<file path="config.mk">
export PLATFORM = sky130hd
export DESIGN_NAME = reg_scoreboard
export DESIGN_NICKNAME = d
export VERILOG_FILES = /design/src/rtl/reg_scoreboard_pkg.sv /design/src/rtl/scb_counter.sv /design/src/rtl/reg_scoreboard.sv
export SDC_FILE = /design/constraint.sdc
export NUM_CORES = 1
export LEC_CHECK = 0
export ABC_AREA = 0
export CORE_MARGIN = 10
export CORE_UTILIZATION = 40
export DETAILED_ROUTE_END_ITERATION = 12
export GPL_TIMING_DRIVEN = 0
export PLACE_DENSITY = 0.57
export SLEW_MARGIN = 20
export SYNTH_ARGS = -nofsm -noshare
export SYNTH_HDL_FRONTEND = slang
export SYNTH_SLANG_ARGS = --single-unit
</file>
<file path="constraint.sdc">
create_clock -name clk -period 4.7 [get_ports clk]
set_input_delay 0.94 -clock clk [delete_from_list [all_inputs] [get_ports clk]]
set_output_delay 0.94 -clock clk [all_outputs]
set_load 0.05 [all_outputs]
</file>
<file path="src/rtl/reg_scoreboard_pkg.sv">
// Shared defaults for the register-hazard scoreboard: address width, register
// count, counter width and the hard-wired zero register address.
package reg_scoreboard_pkg;

  localparam int SCB_REG_ADDR_W = 5;
  localparam int SCB_REG_NUM    = 32;
  localparam int SCB_CNT_W      = 2;
  localparam int SCB_R0_ADDR    = 0;

endpackage

</file>
<file path="src/rtl/scb_counter.sv">
// One per-register outstanding-write counter: saturating up/down with a
// dominant synchronous clear, plus underflow/overflow event pulses.
module scb_counter
  import reg_scoreboard_pkg::*;
#(
  parameter int CNT_W = SCB_CNT_W
) (
  input  logic             clk,
  input  logic             rst_n,
  input  logic             i_clr,
  input  logic             i_inc,
  input  logic             i_dec,
  output logic [CNT_W-1:0] o_count,
  output logic             o_nonzero,
  output logic             o_underflow,
  output logic             o_overflow
);

  localparam logic [CNT_W-1:0] CNT_MAX = '1;

  logic [CNT_W-1:0] r_count;
  logic             w_dec_ok;
  logic             w_sat;

  assign w_dec_ok = i_dec && (r_count != '0);
  assign w_sat    = (r_count == CNT_MAX);

  always_ff @(posedge clk or negedge rst_n) begin
    if (!rst_n) begin
      r_count <= '0;
    end else if (i_clr) begin
      r_count <= '0;
    end else if (i_inc && !w_dec_ok) begin
      if (!w_sat) r_count <= r_count + 1'b1;
    end else if (!i_inc && w_dec_ok) begin
      r_count <= r_count - 1'b1;
    end
  end

  // A clear discards the same-cycle events, so they raise no error either.
  assign o_underflow = !i_clr && i_dec && (r_count == '0);
  assign o_overflow  = !i_clr && i_inc && !w_dec_ok && w_sat;
  assign o_count     = r_count;
  assign o_nonzero   = (r_count != '0);

endmodule

</file>
<file path="src/rtl/reg_scoreboard.sv">
// Register-hazard scoreboard for ID: per-register in-flight write counts,
// combinational RAW/WAW stall, flush and sticky error flags.
// Optional macro SCB_WB_BYPASS_EN: a read of a register whose last pending
// write retires this cycle does not stall (the datapath forwards it).
module reg_scoreboard
  import reg_scoreboard_pkg::*;
#(
  parameter int REG_ADDR_W = SCB_REG_ADDR_W,
  parameter int REG_NUM    = SCB_REG_NUM,
  parameter int READ_PORTS = 2,
  parameter int CNT_W      = SCB_CNT_W
) (
  input  logic                             clk,
  input  logic                             rst_n,
  input  logic                             issue_valid,
  input  logic [READ_PORTS-1:0]            issue_read_en,
  input  logic [READ_PORTS*REG_ADDR_W-1:0] issue_read_addr,
  input  logic                             issue_write_en,
  input  logic [REG_ADDR_W-1:0]            issue_write_addr,
  input  logic                             wb_en,
  input  logic [REG_ADDR_W-1:0]            wb_addr,
  input  logic                             flush,
  output logic                             stall,
  output logic                             issue_fire,
  output logic [REG_NUM-1:0]               pending_mask,
  output logic                             err_underflow,
  output logic                             err_overflow
);

  localparam int                      ADDR_SPACE = 2**REG_ADDR_W;
  localparam logic [CNT_W-1:0]        CNT_MAX    = '1;
  localparam logic [REG_ADDR_W-1:0]   R0         = REG_ADDR_W'(SCB_R0_ADDR);

  // Untracked slots (r0 and addresses >= REG_NUM) read as a constant zero count.
  logic [CNT_W-1:0]      w_cnt [ADDR_SPACE];
  logic [ADDR_SPACE-1:0] w_nonzero;
  logic [ADDR_SPACE-1:0] w_uf;
  logic [ADDR_SPACE-1:0] w_of;
  logic [READ_PORTS-1:0] w_rd_hazard;
  logic                  w_waw_sat;
  logic                  w_stall;
  logic                  w_fire;
  logic                  r_err_underflow;
  logic                  r_err_overflow;

  for (genvar i = 0; i < READ_PORTS; i++) begin : g_rd
    logic [REG_ADDR_W-1:0] w_addr;
    logic                  w_busy;
    logic                  w_bypass;

    assign w_addr = issue_read_addr[i*REG_ADDR_W +: REG_ADDR_W];
    assign w_busy = issue_read_en[i] && (w_addr != R0) && (w_cnt[w_addr] != '0);
`ifdef SCB_WB_BYPASS_EN
    assign w_bypass = wb_en && (wb_addr == w_addr) && (w_cnt[w_addr] == CNT_W'(1));
`else
    assign w_bypass = 1'b0;
`endif
    assign w_rd_hazard[i] = w_busy && !w_bypass;
  end

  assign w_waw_sat = issue_write_en && (issue_write_addr != R0) &&
                     (w_cnt[issue_write_addr] == CNT_MAX);
  assign w_stall   = issue_valid && ((|w_rd_hazard) || w_waw_sat);
  assign w_fire    = issue_valid && !w_stall;

  for (genvar r = 0; r < ADDR_SPACE; r++) begin : g_reg
    if (r == SCB_R0_ADDR || r >= REG_NUM) begin : g_untracked
      assign w_cnt[r]     = '0;
      assign w_nonzero[r] = 1'b0;
      assign w_uf[r]      = 1'b0;
      assign w_of[r]      = 1'b0;
    end else begin : g_tracked
      scb_counter #(
        .CNT_W (CNT_W)
      ) u_cnt (
        .clk         (clk),
        .rst_n       (rst_n),
        .i_clr       (flush),
        .i_inc       (w_fire && issue_write_en && (issue_write_addr == REG_ADDR_W'(r))),
        .i_dec       (wb_en && (wb_addr == REG_ADDR_W'(r))),
        .o_count     (w_cnt[r]),
        .o_nonzero   (w_nonzero[r]),
        .o_underflow (w_uf[r]),
        .o_overflow  (w_of[r])
      );
    end
  end

  always_ff @(posedge clk or negedge rst_n) begin
    if (!rst_n) begin
      r_err_underflow <= 1'b0;
      r_err_overflow  <= 1'b0;
    end else begin
      if (|w_uf) r_err_underflow <= 1'b1;
      if (|w_of) r_err_overflow  <= 1'b1;
    end
  end

  assign stall         = w_stall;
  assign issue_fire    = w_fire;
  assign pending_mask  = w_nonzero[REG_NUM-1:0];
  assign err_underflow = r_err_underflow;
  assign err_overflow  = r_err_overflow;

endmodule

</file>
==> qor.yml <==
status: "complete, no violations"
async_reset_ff_share_pct: 100
tightestPinTransition_ns: 1.16
critPathLaunch: "issue_write_addr[3]"
syn_nets: 820
numCtsBuffers: 9
path_cells: "clkdlybuf4s50_1 > buf_4 > nand2b_1 > a211oi_1 > or4_2 > and3_1 > nand2_1 > nand2_1 > a21boi_0 > buf_2"
dieHeight_microns: 145
synth_top_area_share_pct: 25.8
drt_iter0_markers: 717
path_common_cell: "nand2_1"
dp_hpwl_microns: 21000
grt_overflow: 0
p_comb_share_pct: 20.7
finalCritPeriodShare_pct: 96.6
gp_congestion: 1.05
max_cap_viol_count: 0
cp.depth: 10
synth_area_leaders: "dfrtp_1 26%, nor2_1 5.3%, mux4_2 4.7%"
timing.fmax_ghz: 0.220
end_kind: "primary output"
cts_buffer_depth: 2
cp_slowest_cell: "or4_2"
routedWlPerCell_microns: 26.0
critPathLaunchType: "primary input"
slew_headroom_pct: 22.0
path_clk_slew_ns: 0.06
r2r_start: "g_reg[10].g_tracked.u_cnt.o_count[0]$_DFFE_PN0P_"
yosys_warnings: 0
ant_nets: 0
drc_errors: 0
vias: 6873
postCtsHoldBufs: 0
crit_arrival_ns: 3.60
seqPwrFrac_pct: 36.8
rsz0062_at_grt: "false"
path_buf_inv: 3
regToRegSetupSlack_ns: 0.85
p_clk_share_pct: 42.5
synth.most_common_cell: "nor2_1"
synth-seq-cells: 64
syn_avg_cell_area_sq_um: 7.84
path_max_fanout: 10
layout_setup_ws_ns: 0.161
cp_slowest_stage_delay_ns: 0.73
p_sw_share_pct: 32.3
initial_core_util_pct: 40.8
min_period_ns: 4.54
cts_tree: "yes"
grt_pass1_wl_microns: 40200
totalPowerFinal_mw: 1.51
dieArea_sq_um: 20900
ff2ff_path_depth: 8
hold_start: "err_overflow$_DFFE_PN0P_"
p_sw_uw: 488
p_int_mw: 1.02
io_pins: 64
r2r-end: "g_reg[8].g_tracked.u_cnt.o_count[0]$_DFFE_PN0P_"
slew_viol_final: 0
wl_microns: 27500
yosys-top-cells-count: "88 x nor2_1, 68 x nand2_1, 64 x dfrtp_1"
fin_nets: 893
synthCells: 792
antenna_found_initial: 0
h-tree-depth: 3
clk_latency_ns: 0.35
rows: 45
critical_path_class: "in -> out"
hold_path.class: "reg -> reg"
io_buffers: 55
skew_ns: 0.00698
drt_pre_antenna_iters: 6
setup_violations: 0
cts.sinks: 64
cts_root_buffer: "clkbuf_16"
crit_required_ns: 3.76
coreArea_sq_um: 15200
yosysUniqueCellTypes: 83
drive_above_1_share_pct: 17.7
grt_start_max_net_pins: 36
die_w_microns: 145
synth_area_sq_um: 6210
diodes: 0
synth_top_flop_cell: "dfrtp_1"
crit_path_end: "stall"
hold_viol: 0
synth_top_cell_by_area: "dfrtp_1"
powerDensity_nw_per_um2: 205
path_delay_family: "simple AND/OR/NAND/NOR gates"
track_usage_pct: 26.0
power.static_leakage_nw: 3.14
pre_cts_slack_ns: -1.23
grt_pass1_vias: 6389
area.growth.synth_to_final_pct: 18.5
worst_ir_drop_vdd_uv: 124
synth-edff-count: 0
ys_seq_area_share_pct: 25.8
routed_via_density: 6.50
==> worst min path at each step <==
stage                                                            end  slack (ns)  depth (start not counted)
floorplan           g_reg[11].g_tracked.u_cnt.o_count[1]$_DFFE_PN0P_        0.52                          2
global placement                            err_overflow$_DFFE_PN0P_        0.45                          1
detailed placement                          err_overflow$_DFFE_PN0P_        0.45                          1
CTS                                         err_overflow$_DFFE_PN0P_        0.46                          1
global route                                err_overflow$_DFFE_PN0P_        0.49                          1
finish                                      err_overflow$_DFFE_PN0P_        0.46                          1
==> layer usage <==
| metal | GRT usage [%] | share of wire (%) | up-vias |
|---|---|---|---|
| li1 | - | - | 3015 |
| met1 | 34.4 | 42 | 3389 |
| met2 | 39.1 | 44 | 393 |
| met3 | 5.81 | 9.6 | 76 |
| met4 | 12.9 | 4.6 | 0 |
| met5 | 0 | 0 | - |
==> repair_timing <==
| item | in CTS | in global routing |
|---|---|---|
| endpoints found under the setup margin | 2 | 2 |
| setup buffers | 2 | 3 |
| resized for setup | 12 | 6 |
| pin swaps | 1 | 1 |
==> worst register-to-register path, cell delays in order (launching register included) <==
cell	delay, ns
dfrtp_1	0.41
nor2_1	0.65
nand3b_1	0.15
o2111a_1	0.20
o311ai_1	0.51
nand4_1	0.41
buf_2	0.34
nor4_1	0.67
mux2_2	0.41
==> kinds of logic after synthesis <==
logic type	after synthesis	synth area share [%]
simple gates	401	35.6
compound gates	176	19.5
buf+inv	114	10.2
flops	64	25.8
mux	36	8.85
other cells	1	0.0604
==> power groups by stage <==
| stage | Clock, mW | Sequential [mW] | Combinational, mW |
|---|---|---|---|
| global placement | 0 | 0.565 | 0.292 |
| floorplan | 0 | 0.564 | 0.169 |
| global route | 0.668 | 0.555 | 0.330 |
| CTS | 0.648 | 0.555 | 0.300 |
| detailed placement | 0 | 0.565 | 0.297 |
| finish | 0.640 | 0.555 | 0.313 |
==> layout make-up <==
type	instances	area (sq um)
clock buffers	10	239
fillers	1530	7850
multi-input cells	614	3990
flip-flops and latches	64	1600
well taps	188	235
inverters	28	105
repair buffers	63	616
plain buffers	85	531
clock inverters	6	35.0
==> placed cells by master, fill, tap and decap left out, types with 6 or more instances in the layout <==
master,count
nor3_1,35
or3_1,8
or2_2,12
a21o_1,10
o211ai_1,9
o2111ai_1,7
nor3b_1,16
a21boi_0,6
nand2b_1,22
clkbuf_16,9
nand4_1,23
a21oi_1,43
and3_1,6
clkbuf_1,30
o22ai_1,7
o32ai_1,9
mux2_2,15
nor2b_1,25
nor2_1,88
a31oi_1,13
mux4_2,13
o21ai_0,27
buf_4,44
and2_1,23
nor4_1,9
clkdlybuf4s50_1,51
inv_1,27
dfrtp_1,64
buf_2,9
nand2_1,68
or3b_2,9
nand3_1,19
==> registers in the layout, summed over array words and instances (netlist names) <==
signal,count
err_overflow,1
err_underflow,1
g.g_tracked.u_cnt.o_count,62
==> metrics by stage <==
stage                     instances  setup TNS [ns]  area [sq um]  utilization [%]  hold slack [ns]
after floorplan                 792               0          6210                -            0.522
after global placement         1035           -2.49          7000             46.0            0.447
after detailed placement       1038           -2.34          7040             46.3            0.451
after CTS                      1055               0          7320             48.2            0.463
after global routing           1058               0          7360             48.4            0.494
final                          1058               0          7360             48.4            0.457
Power figures use the tool's default switching activity.
